[src/rtl/pc_redirect_if.sv]
// PC redirect request/response bundle between the pipeline and pc_redirect_ctrl.
// master drives redirect requests; slave is the controller producing the PC select.
interface pc_redirect_if;
    logic [2:0]  ex_entry_sel;
    logic [31:0] entry_pc;
    logic        br_taken;
    logic        br_is_jr;
    logic [31:0] br_target;
    logic        j_valid;
    logic [31:0] j_target;
    logic        fetch_ready;
    logic [2:0]  pc_sel;
    logic [31:0] pc_target;
    logic        pc_we;
    logic        flush_req;
    logic        redirect_pending;
    logic [31:0] redirect_cnt;
    logic [31:0] hold_cnt;

    modport master (
        output ex_entry_sel, entry_pc, br_taken, br_is_jr, br_target,
               j_valid, j_target, fetch_ready,
        input  pc_sel, pc_target, pc_we, flush_req, redirect_pending,
               redirect_cnt, hold_cnt
    );

    modport slave (
        input  ex_entry_sel, entry_pc, br_taken, br_is_jr, br_target,
               j_valid, j_target, fetch_ready,
        output pc_sel, pc_target, pc_we, flush_req, redirect_pending,
               redirect_cnt, hold_cnt
    );
endinterface

[src/rtl/pc_redirect_ctrl.sv]
// Next-PC source arbiter: prioritises exception/jump/branch redirects and holds them while fetch stalls.
// Optional REDIRECT_STAT_EN adds redirect and hold-cycle counters.
module pc_redirect_ctrl (
    input  logic             clk,
    input  logic             rst,
    pc_redirect_if.slave     bus
);
    localparam int unsigned XLEN = 32;
    localparam int unsigned SELW = 3;

    localparam logic [SELW-1:0] SEL_PC4    = 3'b000;
    localparam logic [SELW-1:0] SEL_IMMJ   = 3'b001;
    localparam logic [SELW-1:0] SEL_EPC    = 3'b010;
    localparam logic [SELW-1:0] SEL_EXCEPT = 3'b011;
    localparam logic [SELW-1:0] SEL_BRANCH = 3'b100;
    localparam logic [SELW-1:0] SEL_JR     = 3'b101;
    localparam logic [SELW-1:0] SEL_MEMPC  = 3'b110;
    localparam logic [SELW-1:0] SEL_REFILL = 3'b111;

    typedef enum logic [1:0] {
        IDLE   = 2'd0,
        HOLD   = 2'd1,
        SQUASH = 2'd2
    } state_t;

    state_t            state_q, state_d;
    logic [SELW-1:0]   held_sel_q, held_sel_d;
    logic [XLEN-1:0]   held_target_q, held_target_d;

    logic              ex_hit_c;
    logic [SELW-1:0]   ex_sel_c;
    logic [SELW-1:0]   cand_sel_c;
    logic [XLEN-1:0]   cand_target_c;
    logic              held_is_ex_c;
    logic [SELW-1:0]   pc_sel_c;
    logic [XLEN-1:0]   pc_target_c;
    logic              pc_we_c;
    logic              flush_c;
    logic              pending_c;

    function automatic logic sel_is_ex(input logic [SELW-1:0] s);
        return (s == SEL_EPC) || (s == SEL_EXCEPT) || (s == SEL_MEMPC) || (s == SEL_REFILL);
    endfunction

    // Exception-class decode; unlisted encodings behave as no request.
    always_comb begin
        ex_hit_c = 1'b1;
        ex_sel_c = SEL_PC4;
        case (bus.ex_entry_sel)
            3'b001:  ex_sel_c = SEL_EPC;
            3'b010:  ex_sel_c = SEL_EXCEPT;
            3'b011:  ex_sel_c = SEL_MEMPC;
            3'b100:  ex_sel_c = SEL_REFILL;
            default: ex_hit_c = 1'b0;
        endcase
    end

    // Candidate source for IDLE/SQUASH; SQUASH only honours exception-class requests.
    always_comb begin
        cand_sel_c    = SEL_PC4;
        cand_target_c = '0;
        if (ex_hit_c) begin
            cand_sel_c    = ex_sel_c;
            cand_target_c = bus.entry_pc;
        end else if (state_q != SQUASH) begin
            if (bus.j_valid) begin
                cand_sel_c    = SEL_IMMJ;
                cand_target_c = bus.j_target;
            end else if (bus.br_taken) begin
                cand_sel_c    = bus.br_is_jr ? SEL_JR : SEL_BRANCH;
                cand_target_c = bus.br_target;
            end
        end
    end

    // Next-state and output logic.
    always_comb begin
        state_d       = state_q;
        held_sel_d    = held_sel_q;
        held_target_d = held_target_q;
        pc_sel_c      = SEL_PC4;
        pc_target_c   = '0;
        pc_we_c       = 1'b0;
        pending_c     = 1'b0;
        held_is_ex_c  = sel_is_ex(held_sel_q);

        case (state_q)
            HOLD: begin
                pc_sel_c    = held_sel_q;
                pc_target_c = held_target_q;
                pc_we_c     = bus.fetch_ready;
                pending_c   = 1'b1;
                // A late exception replaces a held branch/jump and keeps us in HOLD.
                if (ex_hit_c && !held_is_ex_c) begin
                    held_sel_d    = ex_sel_c;
                    held_target_d = bus.entry_pc;
                end else if (bus.fetch_ready) begin
                    state_d = held_is_ex_c ? SQUASH : IDLE;
                end
            end
            default: begin
                pc_sel_c    = cand_sel_c;
                pc_target_c = cand_target_c;
                if (bus.fetch_ready) begin
                    pc_we_c = 1'b1;
                    state_d = ex_hit_c ? SQUASH : IDLE;
                end else if (cand_sel_c != SEL_PC4) begin
                    held_sel_d    = cand_sel_c;
                    held_target_d = cand_target_c;
                    state_d       = HOLD;
                end else begin
                    state_d = IDLE;
                end
            end
        endcase

        flush_c = pc_we_c && sel_is_ex(pc_sel_c);
    end

    always_ff @(posedge clk or posedge rst) begin
        if (rst) begin
            state_q       <= IDLE;
            held_sel_q    <= SEL_PC4;
            held_target_q <= '0;
        end else begin
            state_q       <= state_d;
            held_sel_q    <= held_sel_d;
            held_target_q <= held_target_d;
        end
    end

    // Reset must clear the zero-latency outputs immediately, not at the next edge.
    assign bus.pc_sel           = rst ? SEL_PC4 : pc_sel_c;
    assign bus.pc_target        = rst ? '0 : pc_target_c;
    assign bus.pc_we            = !rst && pc_we_c;
    assign bus.flush_req        = !rst && flush_c;
    assign bus.redirect_pending = !rst && pending_c;

`ifdef REDIRECT_STAT_EN
    logic [XLEN-1:0] redirect_cnt_q, redirect_cnt_d;
    logic [XLEN-1:0] hold_cnt_q, hold_cnt_d;

    always_comb begin
        redirect_cnt_d = redirect_cnt_q + XLEN'(pc_we_c && (pc_sel_c != SEL_PC4));
        hold_cnt_d     = hold_cnt_q + XLEN'((state_q == HOLD) && !bus.fetch_ready);
    end

    always_ff @(posedge clk or posedge rst) begin
        if (rst) begin
            redirect_cnt_q <= '0;
            hold_cnt_q     <= '0;
        end else begin
            redirect_cnt_q <= redirect_cnt_d;
            hold_cnt_q     <= hold_cnt_d;
        end
    end

    assign bus.redirect_cnt = redirect_cnt_q;
    assign bus.hold_cnt     = hold_cnt_q;
`else
    assign bus.redirect_cnt = '0;
    assign bus.hold_cnt     = '0;
`endif

endmodule

[src/flat_wrapper.sv]
// flat-port wrapper written by rule: the top's interface ports become plain ports
module pc_redirect_ctrl_flat 
  (clk, rst, bus_ex_entry_sel, bus_entry_pc, bus_br_taken, bus_br_is_jr, bus_br_target, bus_j_valid, bus_j_target, bus_fetch_ready, bus_pc_sel, bus_pc_target, bus_pc_we, bus_flush_req, bus_redirect_pending, bus_redirect_cnt, bus_hold_cnt);
  pc_redirect_if bus_i ();
  input  logic clk;
  input  logic rst;
  input wire logic [$bits(bus_i.ex_entry_sel)-1:0] bus_ex_entry_sel;
  input wire logic [$bits(bus_i.entry_pc)-1:0] bus_entry_pc;
  input wire logic [$bits(bus_i.br_taken)-1:0] bus_br_taken;
  input wire logic [$bits(bus_i.br_is_jr)-1:0] bus_br_is_jr;
  input wire logic [$bits(bus_i.br_target)-1:0] bus_br_target;
  input wire logic [$bits(bus_i.j_valid)-1:0] bus_j_valid;
  input wire logic [$bits(bus_i.j_target)-1:0] bus_j_target;
  input wire logic [$bits(bus_i.fetch_ready)-1:0] bus_fetch_ready;
  output wire logic [$bits(bus_i.pc_sel)-1:0] bus_pc_sel;
  output wire logic [$bits(bus_i.pc_target)-1:0] bus_pc_target;
  output wire logic [$bits(bus_i.pc_we)-1:0] bus_pc_we;
  output wire logic [$bits(bus_i.flush_req)-1:0] bus_flush_req;
  output wire logic [$bits(bus_i.redirect_pending)-1:0] bus_redirect_pending;
  output wire logic [$bits(bus_i.redirect_cnt)-1:0] bus_redirect_cnt;
  output wire logic [$bits(bus_i.hold_cnt)-1:0] bus_hold_cnt;
  assign bus_i.ex_entry_sel = bus_ex_entry_sel;
  assign bus_i.entry_pc = bus_entry_pc;
  assign bus_i.br_taken = bus_br_taken;
  assign bus_i.br_is_jr = bus_br_is_jr;
  assign bus_i.br_target = bus_br_target;
  assign bus_i.j_valid = bus_j_valid;
  assign bus_i.j_target = bus_j_target;
  assign bus_i.fetch_ready = bus_fetch_ready;
  assign bus_pc_sel = bus_i.pc_sel;
  assign bus_pc_target = bus_i.pc_target;
  assign bus_pc_we = bus_i.pc_we;
  assign bus_flush_req = bus_i.flush_req;
  assign bus_redirect_pending = bus_i.redirect_pending;
  assign bus_redirect_cnt = bus_i.redirect_cnt;
  assign bus_hold_cnt = bus_i.hold_cnt;
  pc_redirect_ctrl u_core (.clk(clk), .rst(rst), .bus(bus_i));
endmodule
[config.mk]
export PLATFORM = sky130hd
export DESIGN_NAME = pc_redirect_ctrl_flat
export DESIGN_NICKNAME = d
export VERILOG_FILES = /design/src/rtl/pc_redirect_if.sv /design/src/rtl/pc_redirect_ctrl.sv /design/src/flat_wrapper.sv
export SDC_FILE = /design/constraint.sdc
export NUM_CORES = 1
export LEC_CHECK = 0
export BUFFER_PORTS_ARGS = -buffer_cell sky130_fd_sc_hd__buf_2
export CORE_ASPECT_RATIO = 0.8
export CORE_MARGIN = 5
export CORE_UTILIZATION = 30
export DETAILED_ROUTE_END_ITERATION = 12
export HOLD_SLACK_MARGIN = 0.1
export MAX_ROUTING_LAYER = met4
export SETUP_SLACK_MARGIN = 0.02
export SLEW_MARGIN = 0
export SYNTH_ARGS = -nofsm -noshare
export SYNTH_HDL_FRONTEND = slang
export SYNTH_SLANG_ARGS = --single-unit
[constraint.sdc]
create_clock -name clk -period 2.6 [get_ports clk]
set_input_delay 0.52 -clock clk [delete_from_list [all_inputs] [get_ports clk]]
set_output_delay 0.52 -clock clk [all_outputs]
set_load 0.01 [all_outputs]
# Word-level counts from Yosys, hierarchy flattened
# Cells that the tools add are included.
dict set report word_totals {
  ff_bits 37
  output_inout_bits 102
}
dict set report op_classes {
  muxes 33
  n_reduce_logical 18
  n_eq_ne 18
}
# cell n
set op_table {}
lappend op_table {{2-to-1 mux 32 bit} 10}
lappend op_table {{2-to-1 mux 3 bit} 10}
lappend op_table {{== test 3 x 2 -> 1 bit, second input constant} 6}
lappend op_table {{== test 3 bit, second input constant} 5}
lappend op_table {{2-to-1 mux 2 bit} 6}
lappend op_table {{case mux 3 bit (4 select lines)} 1}
lappend op_table {{logical OR 1 bit} 6}
lappend op_table {{2-to-1 mux 1 bit} 6}
lappend op_table {{inequality test 2 bit, second input constant} 3}
lappend op_table {{logical AND 1 bit} 5}
lappend op_table {{inequality test 2 x 1 -> 1 bit, second input constant} 2}
lappend op_table {{OR reduction 4 bit} 1}
lappend op_table {{== test 3 x 1 -> 1 bit, second input constant} 1}
lappend op_table {{AND reduction 3 bit} 1}
lappend op_table {{nonzero test 3 bit} 1}
lappend op_table {{== test 2 x 1 -> 1 bit, second input constant} 1}
lappend op_table {{zero test 1 bit} 2}
lappend op_table {{AND reduction 2 bit} 1}
lappend op_table {{nonzero test 2 bit} 1}

# Logic depth before layout (Yosys ltp)
dict set report depth {
  ltp_word 12
  ltp_mapped 8
  mapped_depth_nobuf 4
}

# Least setup slack after synthesis
# No wires, ideal clock.
dict set report synth_timing {
  kind {input-to-output}
  from {input rst}
  to {output bus_pc_target[22]}
  path_stages 4
  required_time_ns 2.080
  path_buffers 1
  t_arrival_ns 2.348
  setup_slack_ns -0.268
  cell_sequence {inv_1 clkbuf_1 o21ai_0 nor2_1}
}
dict set report synth_via {
  elab_chain_len 1
}
# item line
set synth_rtl {}
lappend synth_rtl {{start, declared} flat_wrapper.sv:6} ;# input logic rst;
lappend synth_rtl {{2-to-1 mux 32 bit} pc_redirect_ctrl.sv:134} ;# assign bus.pc_target = rst ? '0 : pc_target_c;
lappend synth_rtl {{end, declared} flat_wrapper.sv:16} ;# output wire logic [$bits(bus_i.pc_target)-1:0] bus_pc_target;
# Every way passes these cells.

# Worst setup path in the final report
dict set report layout_timing {
  from {input bus_ex_entry_sel[1]}
  to {output bus_pc_target[0]}
}
dict set report layout_via {
  elab_chain_len 6
}
# item line
set layout_rtl {}
lappend layout_rtl {{start, declared} flat_wrapper.sv:7} ;# input wire logic [$bits(bus_i.ex_entry_sel)-1:0] bus_ex_entry_sel;
lappend layout_rtl {{== test 3 x 1 -> 1 bit, or another cell as far along} pc_redirect_ctrl.sv:49} ;# case (bus.ex_entry_sel)
lappend layout_rtl {{OR reduction 4 bit (no source line) *} n/a}
lappend layout_rtl {{2-to-1 mux 1 bit *} pc_redirect_ctrl.sv:49}
lappend layout_rtl {{2-to-1 mux 32 bit *} pc_redirect_ctrl.sv:62} ;# if (ex_hit_c) begin
lappend layout_rtl {{2-to-1 mux 32 bit *} pc_redirect_ctrl.sv:87} ;# case (state_q)
lappend layout_rtl {{2-to-1 mux 32 bit *} pc_redirect_ctrl.sv:134}
# Every way passes the cells marked *; elsewhere a longest branch is shown, timed or not.

==> metrics.md <==
| Metric | Value |
|---|---|
| Status | `completed` |
| Syn Inst Count | `380` |
| Slew Limit Fails | `0` |
| Grt ovf | `0` |
| Worst setup path category | `in -> out` |
| Pwr/cell area | `732.8 mW/mm2` |
| #FFs+latches synth | `37` |
| Avg Inst Size Synth | `9.160 um2` |
| Netlist cell types | `33` |
| Clock tree buffer depth | `2` |
| EDFF count, synth | `0` |
| Fraction of registers with async set/reset | `100.0%` |
| Largest net degree at the start of global routing | `37` |
| Slowest cell on the critical path | `or3_1` |
| Gpl congestion | `0.8040` |
| Reg-to-reg critical path endpoint | `u_core.held_target_q[5]$_DFFE_PP0P_` |
| RSZ-0062 raised after global routing | `true` |
| Setup WS post-layout | `0.08558 ns` |
| DRT iter0 DRCs | `211` |
| Number of global-route vias before repair | `3354` |
| Crit path max-delay family | `simple AND/OR/NAND/NOR gates` |
| Setup TNS | `0 ns` |
| CTS clk-pin slew, worst paths | `0.06 ns` |
| Worst endpoint required time | `2.08 ns` |
| Row Count | `35` |
| Crit start category | `input pin` |
| Fill count | `1175` |
| Synth top area cells | `dfrtp_1 (27%), a22o_1 (16%), buf_4 (14%), mux2_4 (12%), a221oi_1 (8.1%)` |
| FF/Latch Area | `925.9 um2` |
| Synth Cell Area | `0.003481 mm2` |
| CTS buffer count | `5` |
| Worst-skew pair later-pin latency | `0.27 ns` |
| Area share of the leading cell type in the synthesized netlist | `26.60%` |
| Crit path buf inv count | `3` |
| Share of post-route cells with drive strength above 1 | `41.47%` |
| CTS tree | `yes` |
| R2R Path Start | `u_core.state_q[1]$_DFFE_PP0P_` |
| Die area | `0.01387 mm2` |
| Clock Skew | `0.002979 ns` |
| Root Buffer | `clkbuf_16` |
| R2r worst-path depth | `6` |
| Area used by multi-input combinational logic | `0.002173 mm2` |
| # IOs | `207` |
| DP Worst Slack | `0.03045 ns` |
| Die X | `130.4 um` |
| CP Data Arrival Time | `1.99 ns` |
| FF-to-FF setup slack | `0.48 ns` |
| Via count | `3302` |
| Max Clock Freq | `0.3977 GHz` |
| Total Wirelength | `11180 um` |
| Yosys warning count | `0` |
| Max-Cap Viols | `0` |
| Clock sinks | `37` |
| Vias per cell | `4.973` |
| Final hold vios | `0` |
| Core ar. | `0.01143 mm2` |
| Die height | `106.3 um` |
| Max FO, Critical Path | `36` |
| Inserted Diodes | `0` |
| Initial antenna violation count | `0` |
| Setup bufs post-CTS | `0` |
| Sequential area share after synthesis | `26.60%` |
| ANT nets after route | `0` |
| Worst hold path type | `in -> async` |
| Max H-tree Level | `2` |
| Residual DRC | `0` |
| Peak supply drop | `0.2947 mV` |
| CTS Hold Buffers Added | `0` |
| Cell mode on critical path | `buf_2` |
| Synthesis-to-finish area growth | `26.35%` |
| Top_reg_cell synth | `dfrtp_1` |
| Final setup violating endpoints | `0` |
| Starting Density | `30.45%` |
| Port-buffer cells | `142` |
| Crit path capture type | `output port` |
| WL per Instance | `16.84 um` |
| Cell taking the most area after synthesis | `dfrtp_1` |
| Max incr delay on CP | `0.39 ns` |
| Final worst path period need | `2.514 ns` |
| Fin crit share | `96.71%` |
| First-pass GRT wire length | `16770 um` |
| GRT Total Usage | `15.43%` |
| Leakage | `2.222 nW` |
| Final #Nets | `621` |
| HPWL Detailed | `8510 um` |
| Cells along the critical path | `buf_2 -> or3_1 -> and2_1 -> buf_12 -> a221oi_1 -> nor2_1 -> buf_2` |
| DRT Pass-1 Iters | `4` |
-- cells by family after synthesis --
family,synth area share (%)
other cells,0.1077
xor+xnor,0.2517
simple gates,7.513
compound gates,32.14
buf+inv,19.12
flops,26.60
mux,14.27
-- synthesized netlist by cell type (2+ instances only) --
library cell  number
nor2b_1            7
clkbuf_1          31
inv_1              2
o21ai_0           34
buf_6              5
nor2_1            39
a22o_1            65
dfrtp_1           37
mux2i_1            2
nand2b_1           2
a21o_1             2
buf_4             64
a21oi_1            5
nand2_1            3
mux2_2             5
or3_1              2
mux2_4            28
a221oi_1          32
-- layer usage --
metal  track usage [%]  vias up  part of all wire (%)
met3             2.712       11                   6.6
met1             19.37     1593                    42
li1                  -     1571                     -
met4             3.744        0                   1.0
met5                 -        -                     0
met2             25.84      127                    50
-- flip-flops by register name (all words and copies together) (netlist names) --
register              cells
u_core.held_target_q     32
u_core.state_q            2
u_core.held_sel_q         3
-- through the flow --
step | instance area, um2 | util [%] | hold slack [ns] | power, mW | std cells
after floorplan | 3719 | - | 0.4752 | 2.162 | 443
after global placement | 4228 | 36.99 | 0.4850 | 2.575 | 657
after detailed placement | 4228 | 36.99 | 0.4885 | 2.615 | 657
after CTS | 4370 | 38.24 | 0.2011 | 3.242 | 664
after global routing | 4398 | 38.48 | 0.2241 | 3.441 | 664
final | 4398 | 38.48 | 0.2033 | 3.223 | 664
-- power by group --
part | switching (mW) | internal (mW)
Sequential | 0.143 | 0.847
Clock | 0.220 | 0.376
Combinational | 0.798 | 0.838
Total | 1.16 | 2.06
-- layout make-up --
type | count | share of cell area [%]
clock buffer | 7 | 3.243
inverter | 2 | 0.1707
multi-input combinational | 303 | 49.42
sequential | 37 | 21.05
tap | 148 | 4.211
timing repair buffer | 167 | 21.91
-- worst max path at each step --
| stage | startpoint | to | slack (ns) | cells past startpoint |
|---|---|---|---|---|
| global route | bus_ex_entry_sel[1] | bus_pc_target[20] | -0.008 | 8 |
| floorplan | bus_ex_entry_sel[1] | bus_pc_target[31] | 0.18 | 6 |
| detailed placement | bus_ex_entry_sel[1] | bus_pc_target[0] | 0.03 | 8 |
| global placement | bus_ex_entry_sel[1] | bus_pc_target[20] | 0.07 | 8 |
| CTS | bus_ex_entry_sel[1] | bus_pc_target[0] | 0.03 | 8 |
| finish | bus_ex_entry_sel[1] | bus_pc_target[0] | 0.09 | 7 |
-- placed cells by master (no fill, tap or decap), drive strengths merged --
master   netlist  final
buf           70    167
a22o          65     65
conb           1     64
nor2          39     39
dfrtp         37     37
o21ai         34     34
mux2          33     33
a221oi        32     32
nor2b          7      7
clkbuf        31      7
a21oi          5      5
nand2          3      3
or3            2      2
a21o           2      2
nand2b         2      2
mux2i          2      2
inv            2      2
a211oi         1      1
and2           1      1
o2bb2ai        1      1
o21bai         1      1
nand4          1      1
xor2           1      1
a31oi          1      1
nor4b          1      1
a22oi          1      1
nor3b          1      1
o211ai         1      1
and3           1      1
o31a           1      1
-- what timing repair did --
item	in CTS	in global routing
setup endpoints to repair	0	16
hold endpoints to repair	0	0
resized for setup	0	6
No activity file was read; power rests on OpenSTA's default activity.
